**src/rtl/logic_axi4_lite_register_bank.sv**
```systemverilog
`default_nettype none
// ============================================================================
// Module   : logic_axi4_lite_register_bank
// Purpose  : AXI4-Lite slave register bank. Independent one-entry AW and W
//            hold slots feed a strobed commit into word-wide registers.
//            Out-of-range indices answer SLVERR and never touch storage.
//            All register contents are exported as one flat vector.
// Revision : 1.0 - initial release
// ============================================================================
module logic_axi4_lite_register_bank #(
  parameter int DATA_BYTES    = 4,
  parameter int ADDRESS_WIDTH = 8,
  parameter int REGISTERS     = 16
) (
  input  logic                                aclk,
  input  logic                                areset_n,
  // Write address channel
  input  logic                                awvalid,
  output logic                                awready,
  input  logic [ADDRESS_WIDTH-1:0]            awaddr,
  input  logic [2:0]                          awprot,
  // Write data channel
  input  logic                                wvalid,
  output logic                                wready,
  input  logic [8*DATA_BYTES-1:0]             wdata,
  input  logic [DATA_BYTES-1:0]               wstrb,
  // Write response channel
  output logic                                bvalid,
  input  logic                                bready,
  output logic [1:0]                          bresp,
  // Read address channel
  input  logic                                arvalid,
  output logic                                arready,
  input  logic [ADDRESS_WIDTH-1:0]            araddr,
  input  logic [2:0]                          arprot,
  // Read data channel
  output logic                                rvalid,
  input  logic                                rready,
  output logic [8*DATA_BYTES-1:0]             rdata,
  output logic [1:0]                          rresp,
  // Flat export of every register
  output logic [REGISTERS*8*DATA_BYTES-1:0]   registers
);

  localparam int         DW          = 8 * DATA_BYTES;
  localparam int         LSB         = $clog2(DATA_BYTES);
  localparam int         IW          = ADDRESS_WIDTH - LSB;
  localparam logic [1:0] RESP_OKAY   = 2'b00;
  localparam logic [1:0] RESP_SLVERR = 2'b10;

  // Storage is a packed array so that word i lands at bits [i*DW +: DW].
  logic [REGISTERS-1:0][DW-1:0] regs_q, regs_d;

  // Write hold slots
  logic                  aw_held_q, aw_held_d;
  logic [IW-1:0]         aw_idx_q,  aw_idx_d;
  logic                  w_held_q,  w_held_d;
  logic [DW-1:0]         wdata_q,   wdata_d;
  logic [DATA_BYTES-1:0] wstrb_q,   wstrb_d;

  // Write response
  logic                  bvalid_q,  bvalid_d;
  logic [1:0]            bresp_q,   bresp_d;

  // Read response
  logic                  rvalid_q,  rvalid_d;
  logic [DW-1:0]         rdata_q,   rdata_d;
  logic [1:0]            rresp_q,   rresp_d;

  logic                  aw_hs;
  logic                  w_hs;
  logic                  ar_hs;
  logic                  commit;
  logic [IW-1:0]         ar_idx;
  logic [DW-1:0]         rd_word;

  // Protection bits and sub-word address bits carry no meaning here.
  logic                  unused_inputs;
  assign unused_inputs = ^{awprot, arprot, awaddr, araddr};

  // True when a word index addresses an implemented register.
  function automatic logic idx_in_range(input logic [IW-1:0] idx);
    return 32'(idx) < 32'(REGISTERS);
  endfunction

  // ---------------------------------------------------------------------------
  // Handshakes. A full slot refuses new beats until the commit drains it, which
  // is what back-pressures AW/W while an unaccepted B response is pending.
  // ---------------------------------------------------------------------------
  assign awready = !aw_held_q;
  assign wready  = !w_held_q;
  assign arready = !rvalid_q || rready;

  assign aw_hs   = awvalid && awready;
  assign w_hs    = wvalid  && wready;
  assign ar_hs   = arvalid && arready;

  // Both halves of the write present and the B channel able to take a response.
  assign commit  = aw_held_q && w_held_q && (!bvalid_q || bready);

  assign ar_idx  = araddr[ADDRESS_WIDTH-1:LSB];

  assign bvalid    = bvalid_q;
  assign bresp     = bresp_q;
  assign rvalid    = rvalid_q;
  assign rdata     = rdata_q;
  assign rresp     = rresp_q;
  assign registers = regs_q;

  // Next state of the AW/W hold slots and the write response channel.
  always_comb begin
    aw_held_d = aw_held_q;
    aw_idx_d  = aw_idx_q;
    w_held_d  = w_held_q;
    wdata_d   = wdata_q;
    wstrb_d   = wstrb_q;
    bvalid_d  = bvalid_q;
    bresp_d   = bresp_q;

    if (aw_hs) begin
      aw_held_d = 1'b1;
      aw_idx_d  = awaddr[ADDRESS_WIDTH-1:LSB];
    end
    if (w_hs) begin
      w_held_d = 1'b1;
      wdata_d  = wdata;
      wstrb_d  = wstrb;
    end

    if (bvalid_q && bready) begin
      bvalid_d = 1'b0;
    end

    // A handshake cannot coincide with a commit: the slot being drained is
    // full, so its ready is low in the same cycle.
    if (commit) begin
      aw_held_d = 1'b0;
      w_held_d  = 1'b0;
      bvalid_d  = 1'b1;
      bresp_d   = idx_in_range(aw_idx_q) ? RESP_OKAY : RESP_SLVERR;
    end
  end

  // Strobed byte update of the addressed register on commit.
  always_comb begin
    regs_d = regs_q;
    if (commit) begin
      for (int i = 0; i < REGISTERS; i++) begin
        // Implemented indices always fit in IW bits, so an out-of-range
        // index never matches and the write is dropped.
        if (aw_idx_q == IW'(i)) begin
          for (int b = 0; b < DATA_BYTES; b++) begin
            if (wstrb_q[b]) begin
              regs_d[i][b*8 +: 8] = wdata_q[b*8 +: 8];
            end
          end
        end
      end
    end
  end

  // Read mux over current storage; out-of-range indices read as zero.
  always_comb begin
    rd_word = '0;
    for (int i = 0; i < REGISTERS; i++) begin
      if (ar_idx == IW'(i)) begin
        rd_word = regs_q[i];
      end
    end
  end

  // Next state of the read response; data is held until rready.
  always_comb begin
    rvalid_d = rvalid_q;
    rdata_d  = rdata_q;
    rresp_d  = rresp_q;

    if (rvalid_q && rready) begin
      rvalid_d = 1'b0;
    end
    // The mux reads regs_q, so a read colliding with a commit returns the
    // value from before the write.
    if (ar_hs) begin
      rvalid_d = 1'b1;
      rdata_d  = rd_word;
      rresp_d  = idx_in_range(ar_idx) ? RESP_OKAY : RESP_SLVERR;
    end
  end

  // Control and response flops; reset discards held beats and pending responses.
  always_ff @(posedge aclk or negedge areset_n) begin
    if (!areset_n) begin
      aw_held_q <= 1'b0;
      aw_idx_q  <= '0;
      w_held_q  <= 1'b0;
      wdata_q   <= '0;
      wstrb_q   <= '0;
      bvalid_q  <= 1'b0;
      bresp_q   <= RESP_OKAY;
      rvalid_q  <= 1'b0;
      rdata_q   <= '0;
      rresp_q   <= RESP_OKAY;
    end else begin
      aw_held_q <= aw_held_d;
      aw_idx_q  <= aw_idx_d;
      w_held_q  <= w_held_d;
      wdata_q   <= wdata_d;
      wstrb_q   <= wstrb_d;
      bvalid_q  <= bvalid_d;
      bresp_q   <= bresp_d;
      rvalid_q  <= rvalid_d;
      rdata_q   <= rdata_d;
      rresp_q   <= rresp_d;
    end
  end

  // Register storage.
  always_ff @(posedge aclk or negedge areset_n) begin
    if (!areset_n) begin
      regs_q <= '0;
    end else begin
      regs_q <= regs_d;
    end
  end

endmodule
`default_nettype wire

```
**config.mk**
```make
export PLATFORM = sky130hd
export DESIGN_NAME = logic_axi4_lite_register_bank
export DESIGN_NICKNAME = d
export VERILOG_FILES = /design/src/rtl/logic_axi4_lite_register_bank.sv
export SDC_FILE = /design/constraint.sdc
export NUM_CORES = 1
export LEC_CHECK = 0
export CAP_MARGIN = 20
export CORE_AREA = 2 2 332 334
export CTS_CLUSTER_DIAMETER = 30
export DETAILED_ROUTE_END_ITERATION = 8
export DIE_AREA = 0 0 334 336
export PLACE_DENSITY_LB_ADDON = 0.08
export SLEW_MARGIN = 20
export SYNTH_ARGS = -nofsm -noshare
export SYNTH_HDL_FRONTEND = slang
export SYNTH_SLANG_ARGS = --single-unit
export TNS_END_PERCENT = 1
```
**constraint.sdc**
```tcl
create_clock -name aclk -period 4.55 [get_ports aclk]
set_input_delay 1.365 -clock aclk [delete_from_list [all_inputs] [get_ports aclk]]
set_output_delay 1.365 -clock aclk [all_outputs]
set_load 0.01 [all_outputs]
```
==> results.cfg <==
[finish]
layout.core_utilization_pct = 39.0
area_growth_pct = 56.6
mostFrequentLayoutCell = sky130_fd_sc_hd__clkdlybuf4s50_1
fin_area_mm2 = 0.0422
drive_gt1_share_pct = 38.5
final_cell_mix = 601 x sky130_fd_sc_hd__clkdlybuf4s50_1, 592 x sky130_fd_sc_hd__dfrtp_1, 569 x sky130_fd_sc_hd__mux2_2
fillerInstances = 10400
fin_nets = 2963
fin_cells = 4466

[critical_path]
critPathTopFamily = buffers and inverters
regToRegSetupSlack_ps = 1540
worst_path_required_time_ps = 3180
worst_setup_path_start_kind = primary input
cpMaxStageDelayCell = sky130_fd_sc_hd__clkdlybuf4s50_1
worst-path-buf-inv = 2
timing.critical_path.mode_cell = sky130_fd_sc_hd__clkdlybuf4s50_1
critical_path.cell_chain = clkdlybuf4s50_1 > nand2b_1 > clkdlybuf4s50_1
biggest_fanout_along_the_worst_timing_path = 4
crit_type = in -> out
arrival_ps = 2550
worst_path_largest_cell_delay_ps = 570
cp-end-kind = output port

[place]
place.port_buffers = 605
cell_total_after_placement = 4134
detailed_place.area_mm2 = 0.0358
dp_worst_setup_slack_ps = 348
finalWeightedCongestion = 0.818
dpl.hpwl_um = 102000

[die]
design.die.area_mm2 = 0.112
die_height_um = 336
die_width_um = 334
top_level_ports = 618
std_cell_rows = 121
design.core.area_mm2 = 0.108
initial_standard_cell_utilization_of_the_core_pct = 24.9

[power_and_ir_drop]
power.sequential.fraction_pct = 31.4
cell_internal_pwr_mw = 22.2
p_sw_mw = 10.6
max-vdd-ir-drop_v = 0.000352
power.density_cell_area_mw_per_mm2 = 778
power.clock.fraction_pct = 39.7
comb_power_share_pct = 29.0
netSwitchingFraction_pct = 32.4
total_power_mw = 32.9
power_leakage_nw = 18.8

[drt]
detailedRoute.firstPassIterationCount = 7
routed-via-count = 21900
viasPerCell = 4.90
post_drt_wl_per_cell_um = 31.3
drt.antenna.violating_nets = 0
detail_route.iter0.violations = 1314
routed_wl_um = 140000
detail_route.drc_violations = 0

[sta]
hold-worst-slack_ps = 489
finalMaxSlewViolations = 0
slew_headroom_pct = 20.6
final_period_minus_worst_setup_slack_ps = 3910
fin_crit_sh_pct = 86.0
finClkSkew_ps = 36.4
final_hold_viol_count = 0
setup_tns_ps = 0
fmaxAchievable_ghz = 0.255
worst-slew-pin-transition_ps = 1190
timing.final.setup_violations = 0
postLayoutSetupSlackWorst_ps = 635
grt_setup_unrepaired = false

[status]
run_status = completed

[synthesis]
syn-instance-count = 2062
synth.top_cell.area_share_pct = 54.9
synth_async_sr_flop_share_pct = 100
synth.distinct_cells = 68
yosys-top-cells-area = sky130_fd_sc_hd__dfrtp_1 55%, sky130_fd_sc_hd__mux2_2 24%, sky130_fd_sc_hd__mux2i_1 2.6%, sky130_fd_sc_hd__mux4_2 1.8%, sky130_fd_sc_hd__nor2_2 1.6%
yosys_warnings = 0
avgSynthCellArea_um2 = 13.1
ys_dominant_reg_cell = sky130_fd_sc_hd__dfrtp_1
synth.largest_area_cell = sky130_fd_sc_hd__dfrtp_1
synth-seq-cells = 592
synthesis.area_mm2 = 0.0270
number_of_enable_type_register_cells_in_the_synthesized_netlist = 0
synth_seq_area_share_pct = 54.9

[clocking]
holdBufCountCts = 0
cts.reportedPaths.clkPinSlew_ps = 40
clkLatencyLatePin_ps = 780
tritoncts.num_buffers = 176
cts_root_buf = sky130_fd_sc_hd__clkbuf_16
postCtsSetupRepairBufs = 0
number_of_sinks_on_the_clock_net = 592
cts_htree_levels = 4
cts_tree = built
cts_repair_resize_count = 0
cts.path.max_buffers = 3

[global_route]
grt_antenna_before_repair = 4
grt_remaining_overflow = 0
grt_start_max_net_pins = 84
grt_first_pass_wirelength_um = 193000
first_global_vias = 23300
grt_usage_pct = 24.7

[job]
drv_cap = 0

[worst_hold_path]
worst_hold_class = reg -> reg
[routing by layer]
layer / GRT usage, % / share of wire (%) / wire (um) / up-vias
met2: 40.9 / 48 / 67300 / 792
met1: 30.0 / 41 / 57500 / 11500
met5: 0 / 0 / 0 / -
li1: - / - / - / 9408
met3: 7.84 / 7.5 / 10500 / 188
met4: 9.10 / 3.2 / 4440 / 0
[logic make-up (layout without fill, tap and decap cells)]
family                    count (synthesis)  count (layout)  synth area share, %
DFF                                     592             592                 54.9
buffers and inverters                   134            1118                 2.32
muxes                                   660             660                 28.2
AOI/OAI and AO/OA                       341             341                 8.29
other                                     1               7               0.0139
xor gates and xnor gates                  1               1               0.0325
and+or+nand+nor                         333             333                 6.26
[sequential cells by signal, indices dropped and copies added (netlist names)]
register,flops
wstrb_q,4
rresp,1
rdata,32
bvalid,1
aw_idx_q,6
w_held_q,1
bresp,1
aw_held_q,1
rvalid,1
wdata_q,32
registers,512
[power by group through the flow]
stage	registers, mW	logic, mW	clock network, mW
after global routing	10.7	10.0	13.6
after detailed placement	10.4	9.59	0
after floorplan	9.95	3.17	0
after global placement	10.3	9.54	0
final	10.3	9.52	13.0
after CTS	10.3	9.64	13.2
[path summary, 6_finish.rpt]
kind / start / to / depth (start not counted)
setup / recovery: rready / arready / 3
hold / removal: rdata[29]$_DFFE_PN0P_ / rdata[29]$_DFFE_PN0P_ / 1
setup reg to reg: aw_idx_q[5]$_DFFE_PN0P_ / registers[70]$_DFFE_PN0P_ / 5
hold reg to reg: rdata[29]$_DFFE_PN0P_ / rdata[29]$_DFFE_PN0P_ / 1
max in group asynchronous: areset_n / rdata[9]$_DFFE_PN0P_ / 3
min in group asynchronous: areset_n / registers[24]$_DFFE_PN0P_ / 1
[synth_stat cells (all sizes together), types with 10 or more instances]
cell type	number
o221ai	22
nor2b	17
mux4	22
o22ai	28
o21ai	75
a21oi	83
clkbuf	27
nor3	13
nand2	82
mux2i	69
a31oi	24
buf	96
a221oi	26
nand3	24
inv	11
dfrtp	592
nand2b	12
mux2	569
a22oi	21
a21boi	10
nor2	156
[area by class of cell]
class                      instances  area [um2]  area share (%)
clock inverter                    77        1220            2.88
sequential                       592       14800            35.1
antenna                            5        12.5          0.0296
clock buffer                     250        5200            12.3
timing repair buffer             780        7600            18.0
multi-input combinational       1337       11600            27.4
tap                             1414        1770            4.19
inverter                          11        41.3          0.0977
[worst reg2reg max path, delay by kind of cell, from the launching register on]
kind                   cells  cell delay [ps]
muxes                      1              360
DFF                        1              390
and+or+nand+nor            3             1860
buffers and inverters      1              260
Note: power is estimated with default switching activity, not from simulation.
